--- src/rtl/pc_fetch_if.sv ---
// Instruction-memory fetch bus: request and word address go out from the fetch
// stage, acknowledge and instruction data come back from memory.
interface pc_fetch_if;
    logic        imem_req;
    logic [31:0] imem_addr;
    logic        imem_ack;
    logic [31:0] imem_rdata;

    modport master (
        output imem_req,
        output imem_addr,
        input  imem_ack,
        input  imem_rdata
    );

    modport slave (
        input  imem_req,
        input  imem_addr,
        output imem_ack,
        output imem_rdata
    );
endinterface

--- src/rtl/pc_fetch.sv ---
// Instruction-fetch stage: owns the program counter, fetches words over a req/ack
// bus and hands {instruction, pc} to decode; control transfers arrive as redirects.
module pc_fetch #(
    parameter logic [31:0] RESET_PC = 32'h0000_0000
) (
    input  logic        clk,
    input  logic        rst_n,
    input  logic        redirect,
    input  logic [31:0] redirect_pc,
    input  logic        stall,
    pc_fetch_if.master  bus,
    output logic        if_valid,
    output logic [31:0] if_instr,
    output logic [31:0] if_pc,
    output logic        misalign_err
);

    typedef enum logic [1:0] {
        ST_RUN  = 2'd0,
        ST_WAIT = 2'd1,
        ST_KILL = 2'd2
    } state_t;

    state_t      state_r;
    state_t      state_nxt_s;
    logic [31:0] pc_r;
    logic [31:0] pc_nxt_s;
    logic [31:0] req_addr_r;
    logic [31:0] req_addr_nxt_s;
    logic        valid_r;
    logic        valid_nxt_s;
    logic [31:0] instr_r;
    logic [31:0] instr_nxt_s;
    logic [31:0] fpc_r;
    logic [31:0] fpc_nxt_s;
    logic        misalign_r;
    logic        misalign_nxt_s;
    logic        req_s;
    logic [31:0] addr_s;
    logic        capture_s;
    logic        slot_blocked_s;
    logic [31:0] target_s;

    assign slot_blocked_s = valid_r && stall;
    assign target_s       = {redirect_pc[31:2], 2'b00};

    // Next-state, next-register values and fetch-bus drive
    always_comb begin
        state_nxt_s    = state_r;
        pc_nxt_s       = pc_r;
        req_addr_nxt_s = req_addr_r;
        valid_nxt_s    = valid_r;
        instr_nxt_s    = instr_r;
        fpc_nxt_s      = fpc_r;
        misalign_nxt_s = 1'b0;
        req_s          = 1'b0;
        addr_s         = req_addr_r;
        capture_s      = 1'b0;

        case (state_r)
            ST_RUN: begin
                addr_s = pc_r;
                if (!redirect && !slot_blocked_s) begin
                    req_s = 1'b1;
                    if (bus.imem_ack) begin
                        capture_s = 1'b1;
                    end else begin
                        req_addr_nxt_s = pc_r;
                        state_nxt_s    = ST_WAIT;
                    end
                end else begin
                    state_nxt_s = ST_RUN;
                end
            end
            ST_WAIT: begin
                req_s = 1'b1;
                if (bus.imem_ack) begin
                    capture_s   = !redirect;
                    state_nxt_s = ST_RUN;
                end else if (redirect) begin
                    state_nxt_s = ST_KILL;
                end else begin
                    state_nxt_s = ST_WAIT;
                end
            end
            ST_KILL: begin
                req_s = 1'b1;
                if (bus.imem_ack) begin
                    state_nxt_s = ST_RUN;
                end else begin
                    state_nxt_s = ST_KILL;
                end
            end
            default: begin
                state_nxt_s = ST_RUN;
            end
        endcase

        // Redirect outranks capture and stall; a flush empties the slot even while decode stalls
        if (redirect) begin
            pc_nxt_s       = target_s;
            valid_nxt_s    = 1'b0;
            misalign_nxt_s = (redirect_pc[1:0] != 2'b00);
        end else if (capture_s) begin
            pc_nxt_s    = addr_s + 32'd4;
            valid_nxt_s = 1'b1;
            instr_nxt_s = bus.imem_rdata;
            fpc_nxt_s   = addr_s;
        end else if (valid_r && !stall) begin
            valid_nxt_s = 1'b0;
        end else begin
            valid_nxt_s = valid_r;
        end
    end

    // State and datapath registers
    always_ff @(posedge clk or negedge rst_n) begin
        if (!rst_n) begin
            state_r    <= ST_RUN;
            pc_r       <= {RESET_PC[31:2], 2'b00};
            req_addr_r <= 32'h0000_0000;
            valid_r    <= 1'b0;
            instr_r    <= 32'h0000_0000;
            fpc_r      <= 32'h0000_0000;
            misalign_r <= 1'b0;
        end else begin
            state_r    <= state_nxt_s;
            pc_r       <= pc_nxt_s;
            req_addr_r <= req_addr_nxt_s;
            valid_r    <= valid_nxt_s;
            instr_r    <= instr_nxt_s;
            fpc_r      <= fpc_nxt_s;
            misalign_r <= misalign_nxt_s;
        end
    end

    // Request is forced low while reset is held so an abandoned fetch vanishes at once
    assign bus.imem_req  = rst_n && req_s;
    assign bus.imem_addr = addr_s;
    assign if_valid      = valid_r;
    assign if_instr      = instr_r;
    assign if_pc         = fpc_r;
    assign misalign_err  = misalign_r;

endmodule

--- src/flat_wrapper.sv ---
// flat-port wrapper written by rule: the top's interface ports become plain ports
module pc_fetch_flat 
#(
    parameter logic [31:0] RESET_PC = 32'h0000_0000
)
  (clk, rst_n, redirect, redirect_pc, stall, if_valid, if_instr, if_pc, misalign_err, bus_imem_req, bus_imem_addr, bus_imem_ack, bus_imem_rdata);
  pc_fetch_if bus_i ();
  input  logic clk;
  input  logic rst_n;
  input  logic redirect;
  input  logic [31:0] redirect_pc;
  input  logic stall;
  output logic if_valid;
  output logic [31:0] if_instr;
  output logic [31:0] if_pc;
  output logic misalign_err;
  output wire logic [$bits(bus_i.imem_req)-1:0] bus_imem_req;
  output wire logic [$bits(bus_i.imem_addr)-1:0] bus_imem_addr;
  input wire logic [$bits(bus_i.imem_ack)-1:0] bus_imem_ack;
  input wire logic [$bits(bus_i.imem_rdata)-1:0] bus_imem_rdata;
  assign bus_imem_req = bus_i.imem_req;
  assign bus_imem_addr = bus_i.imem_addr;
  assign bus_i.imem_ack = bus_imem_ack;
  assign bus_i.imem_rdata = bus_imem_rdata;
  pc_fetch #(.RESET_PC(RESET_PC)) u_core (.clk(clk), .rst_n(rst_n), .redirect(redirect), .redirect_pc(redirect_pc), .stall(stall), .bus(bus_i), .if_valid(if_valid), .if_instr(if_instr), .if_pc(if_pc), .misalign_err(misalign_err));
endmodule
--- config.mk ---
export PLATFORM = sky130hd
export DESIGN_NAME = pc_fetch_flat
export DESIGN_NICKNAME = d
export VERILOG_FILES = /design/src/rtl/pc_fetch_if.sv /design/src/rtl/pc_fetch.sv /design/src/flat_wrapper.sv
export SDC_FILE = /design/constraint.sdc
export NUM_CORES = 1
export LEC_CHECK = 0
export ABC_AREA = 1
export BUFFER_PORTS_ARGS = -buffer_cell sky130_fd_sc_hd__buf_2
export CAP_MARGIN = 30
export CORE_MARGIN = 1.5
export CORE_UTILIZATION = 44
export CTS_CLUSTER_SIZE = 24
export DETAILED_ROUTE_END_ITERATION = 8
export PLACE_DENSITY = 0.75
export SYNTH_ARGS = -nofsm -noshare
export SYNTH_HDL_FRONTEND = slang
export SYNTH_SLANG_ARGS = --single-unit
--- constraint.sdc ---
create_clock -name clk -period 2.3 [get_ports clk]
set_clock_uncertainty 0.2 [all_clocks]
set_input_delay 0.46 -clock clk [delete_from_list [all_inputs] [get_ports clk]]
set_output_delay 0.46 -clock clk [all_outputs]
set_load 0.01 [all_outputs]
After elaboration in Yosys (flattened, before gate mapping)
Index checks and enable logic that the tools add are counted.
{"block": "totals", "memories": 0, "latchBits": 0, "output_inout_bits": 99, "wordCells": 46, "mem_bits_ro": 0, "ram_bits": 0, "regBits": 132, "in_bits": 69}
{"block": "op_classes", "shifts": 0, "n_reduce_logical": 14, "div_mod_pow": 0, "muxes": 19, "n_mul": 0, "add_sub_neg": 1, "order_cmp": 0, "bitwise": 2, "eq_ne": 3}
{"cell": "two-way mux 32 bit", "n": 3}
{"cell": "adder 32 x 3 -> 32 bit, second input constant", "n": 1}
{"cell": "two-way mux 2 bit", "n": 5}
{"cell": "two-way mux 1 bit", "n": 8}
{"cell": "case mux 2 bit (3 select lines)", "n": 1}
{"cell": "logical AND 1 bit", "n": 4}
{"cell": "case mux 1 bit (2 select lines)", "n": 2}
{"cell": "nonzero test 2 bit", "n": 2}
{"cell": "zero test 1 bit", "n": 3}
{"cell": "!= test 3 bit, second input constant", "n": 1}
{"cell": "AND reduction 3 bit", "n": 1}
{"cell": "nonzero test 3 bit", "n": 1}
{"cell": "equality test 2 x 1 -> 1 bit, second input constant", "n": 1}
{"cell": "equality test 2 bit, second input constant", "n": 1}
{"cell": "zero test 2 bit", "n": 1}
{"cell": "inverter 1 bit", "n": 2}
{"cell": "AND reduction 2 bit", "n": 1}
{"cell": "OR reduction 2 bit", "n": 1}

Longest topological paths before layout
{"block": "logic_depth", "depth_word": 7, "ltp_mapped": 17, "depth_no_buf": 15}

Worst setup path after synthesis
No wires, ideal clock.
{"block": "synth_timing", "kind": "flip-flop to flip-flop", "startpoint": "register u_core.state_r[0]", "endpoint": "register u_core.pc_r[22]", "period_less_slack_ns": 2.218, "path_slack_ns": 0.082, "setup_time_ns": 0.116, "n_path_buf": 1, "t_arrival_ns": 1.902, "path_stages_with_launch": 17, "required_time_ns": 1.984, "cell_sequence": "dfrtp_1 inv_1 ha_1 buf_6 clkinv_4 nand2_1 nand2_1 ha_1 nand2_1 nor2_2 nand2_4 nor2_4 nand2_1 nand2_1 nand3_1 nand2_1 nand2_1"}
{"block": "synth_via", "elab_chain_len": 5, "word_cells_on_any_way": 8, "classes_between": "add/sub: 1; eq/ne: 1; mux: 4; reduce/logical: 2"}
{"element": "start, declared", "line_no": "pc_fetch.sv:24", "rtl": "state_t state_r;"}
{"element": "start signal, assigned", "line_no": "pc_fetch.sv:127", "rtl": "state_r <= state_nxt_s;"}
{"element": "zero test 2 bit", "line_no": "pc_fetch.sv:60", "rtl": "case (state_r)"}
{"element": "two-way mux 32 bit", "line_no": "pc_fetch.sv:60"}
{"element": "via bus_imem_addr[3]", "line_no": "flat_wrapper.sv:18", "rtl": "output wire logic [$bits(bus_i.imem_addr)-1:0] bus_imem_addr;"}
{"element": "adder 32 x 3 -> 32 bit", "line_no": "pc_fetch.sv:105", "rtl": "pc_nxt_s = addr_s + 32'd4;"}
{"element": "two-way mux 32 bit", "line_no": "pc_fetch.sv:104", "rtl": "end else if (capture_s) begin"}
{"element": "two-way mux 32 bit", "line_no": "pc_fetch.sv:100", "rtl": "if (redirect) begin"}
{"element": "end signal, assigned", "line_no": "pc_fetch.sv:120", "rtl": "pc_r <= {RESET_PC[31:2], 2'b00};"}
{"element": "end signal, assigned", "line_no": "pc_fetch.sv:128", "rtl": "pc_r <= pc_nxt_s;"}
{"element": "end, declared", "line_no": "pc_fetch.sv:26", "rtl": "logic [31:0] pc_r;"}
The timed path passes the listed nets, and every way through them passes these cells. The select of a mux whose other input is x is not followed.
A chain may end at the register's enable or synchronous reset.

Final worst setup path
{"block": "layout_timing", "startpoint": "register u_core.state_r[0]", "endpoint": "register u_core.pc_r[26]"}
{"block": "layout_via", "elab_chain_len": 5, "word_cells_on_any_way": 8, "classes_between": "add/sub: 1; eq/ne: 1; mux: 4; reduce/logical: 2"}
{"element": "zero test 2 bit", "line_no": "pc_fetch.sv:60"}
{"element": "two-way mux 32 bit", "line_no": "pc_fetch.sv:60"}
{"element": "adder 32 x 3 -> 32 bit", "line_no": "pc_fetch.sv:105"}
{"element": "two-way mux 32 bit", "line_no": "pc_fetch.sv:104"}
{"element": "two-way mux 32 bit", "line_no": "pc_fetch.sv:100"}
Parallel ways exist; a longest one is shown, timed or not. The select of a mux whose other input is x is not followed.

==> results.tsv <==
metric	value	unit
status	complete, but fails checks	
failed_checks	negative setup slack	
wl_per_cell	22.4	um
vdd_drop_max	720	uV
dp_hpwl	14.1	mm
synth_area_leaders	dfrtp_1 (49%), nand2_1 (17%), o21ai_0 (5.2%), nand2_2 (4.3%), inv_1 (3.6%)	
synth_seq_cells	132	
placed_area	0.00819	mm^2
grt_usage	28.3	%
synth.avg_cell_area	7.98	um^2
htree_levels	4	
numCtsBuffers	17	
clockRootBuffer	clkbuf_16	
drv_slew	0	
yosys.area_share.xor_xnor	0.391	%
clk_pin_slew	0.06	ns
num_rows	44	
path_max_fanout	6	
synth_compound_area_share	8.56	%
synth_top_area_cell	dfrtp_1	
finalHoldViolations	0	
grt_pass1_vias	6685	
cts.sinks	132	
fin_nets	1223	
critPathKind	flip-flop to flip-flop	
antenna_found_initial	0	
grt_setup_unrepaired	yes	
core	0.0147	mm^2
final_area	0.0109	mm^2
worst_slack	-0.390	ns
hold-worst-slack	0.0208	ns
grt_max_degree	133	
layoutNonFillerInstCount	1346	
drive_above_1_share	48.8	%
cts_tree	built	
p_per_area	1060	mW/mm^2
synthMuxAreaShare	1.34	%
synth_top_area_share	49.2	%
diodes	0	
crit_path_end_kind	flip-flop	
finalSetupViolations	65	
p_int	7030	uW
grt_pass1_wl	35.1	mm
die_w	127	um
p_clk_share	23.5	%
io_buffers	167	
synthCells	842	
cp.required	2.43	ns
die_y	127	um
reg2reg_setup_slack	-0.39	ns
drtPass1Iterations	8	
synth_nets	916	
worstMarginPinSlew	0.756	ns
drt_iter0_drc	902	
ios	168	
p_comb_share	45.9	%
start_kind	flip-flop	
power.leakage	0.00568	uW
ys_types	40	
synth.yosys.warnings	0	
clk_latency	0.43	ns
grt_overflow	0	
num_vias	7868	
max_slew_margin	49.6	%
power.switching	4620	uW
arrival	2.82	ns
period_share	117	%
hp-class	primary input to flip-flop	
synth_top_family_by_area	simple AND/OR/NAND/NOR gates	
clock_path_buffers	2	
p_seq_share	30.5	%
synth-simple-area-share	32.3	%
period_minus_slack	2.69	ns
dpl.cell_count	1232	
synthAdderAreaFrac	0.931	%
start_util	45.7	%
syn_area	0.00672	mm^2
ant_nets	0	
yosysSeqAreaShare	49.2	%
final.setup.tns	-11.00	ns
dieArea	0.0160	mm^2
cap_viol_max_count	0	
drc	0	
routed_wl	30.1	mm
routabilityCongestion	0.942	
fmax	372	MHz
netSwitchingFraction	39.6	%
viasPerCell	5.85	
syn2layout_area_growth	62.9	%
-- repair_timing --
item,CTS,global route
pin swaps,26,79
gates resized for setup,142,224
endpoints found under the hold margin,86,0
setup buffers,46,35
setup endpoints to repair,59,120
hold buffers,1,0
cloned,3,8
-- per-stage QoR --
| step | power (uW) | util, % | worst slack, ns |
|---|---|---|---|
| floorplan | 5180 | - | 0.0815 |
| global placement | 6630 | 55.7 | -0.0605 |
| detailed placement | 6710 | 55.7 | -0.131 |
| CTS | 10300 | 66.4 | -0.150 |
| global route | 12000 | 74.5 | -0.403 |
| finish | 11600 | 74.5 | -0.390 |
-- power by group through the flow --
stage / combinational, uW / clock [uW] / sequential (uW)
after global routing: 5570 / 2860 / 3610
after global placement: 3260 / 0 / 3370
after detailed placement: 3320 / 0 / 3390
after CTS: 4150 / 2700 / 3430
after floorplan: 1660 / 0 / 3530
final: 5350 / 2740 / 3560
-- sequential cells by signal, indices dropped and copies added, names as in the netlist --
signal	flops
u_core.if_instr	32
u_core.if_pc	32
u_core.if_valid	1
u_core.misalign_err	1
u_core.pc_r	32
u_core.req_addr_r	32
u_core.state_r	2
-- per-layer routing --
layer / vias to the layer above / wire length [um] / global-route usage [%]
li1: 3254 / - / -
met1: 3724 / 10800 / 38.0
met2: 659 / 13700 / 45.1
met3: 231 / 3280 / 4.56
met4: 0 / 2390 / 13.3
met5: - / 0 / 0
-- worst max-delay path, cell delays in order, from the launching register on --
cell,delay [ns]
dfrtp_1,0.38
inv_2,0.07
ha_4,0.18
buf_12,0.15
clkinv_16,0.08
buf_8,0.14
nand2_4,0.06
nand2_4,0.09
buf_6,0.14
nand2_4,0.08
nor2_4,0.22
nand2_4,0.14
nor2_4,0.22
buf_6,0.13
nand3_2,0.06
o211ai_1,0.24
-- logic make-up after synthesis --
logic type,Yosys count
AND/OR/NAND/NOR,484
flip-flops,132
buffers and inverters,106
AO/OA/AOI/OAI,104
multiplexers,8
adder cells (fa/ha/maj),5
XOR/XNOR,3
-- placed cells by master, fill, tap and decap left out, types with 11 or more instances in the layout --
cell type / netlist / layout
buf_2: 14 / 135
inv_1: 64 / 55
buf_12: 1 / 16
nor2_4: 9 / 21
buf_4: 1 / 78
inv_2: 4 / 11
nand2_1: 312 / 250
o21ai_0: 70 / 41
nand2_2: 46 / 51
nand3_2: 1 / 13
nand3_1: 33 / 18
nor2_1: 53 / 35
nor2_2: 10 / 16
buf_6: 2 / 82
dfrtp_1: 132 / 132
clkbuf_16: 0 / 22
nand2_4: 10 / 66
o21ai_1: 4 / 27
-- Yosys cell counts (all sizes together) --
cell type / number
o31ai: 1
ha: 5
nand2: 368
clkinv: 2
xor2: 3
inv: 68
nor2: 72
o21ai: 75
nand3b: 3
o21bai: 2
clkbuf: 12
o211ai: 5
mux2: 8
o22ai: 3
a31oi: 1
o221ai: 2
dfrtp: 132
nand3: 34
nand4: 5
o21a: 3
nor3: 2
a21oi: 10
o2111ai: 1
buf: 24
o32ai: 1
-- path summary, 6_finish.rpt --
path                                    startpoint                     to  depth (start not counted)
worst max-delay path             u_core.state_r[0]        u_core.pc_r[26]                         15
worst min-delay path            bus_imem_rdata[15]    u_core.if_instr[15]                          3
worst max register to register   u_core.state_r[0]        u_core.pc_r[26]                         15
worst min register to register  u_core.if_instr[5]     u_core.if_instr[5]                          2
max in group asynchronous                    rst_n  u_core.req_addr_r[14]                          3
min in group asynchronous                    rst_n         u_core.pc_r[8]                          3
-- layout make-up --
cell class	count	area, um^2
Multi-Input combinational cell	604	3770
Fill cell	850	3750
Sequential cell	132	3300
Timing Repair Buffer	323	2740
Clock buffer	20	457
Inverter	70	299
Tap cell	184	230
Clock inverter	12	129
Timing Repair inverter	1	11.3
Note: power is estimated with default switching activity, not from simulation.
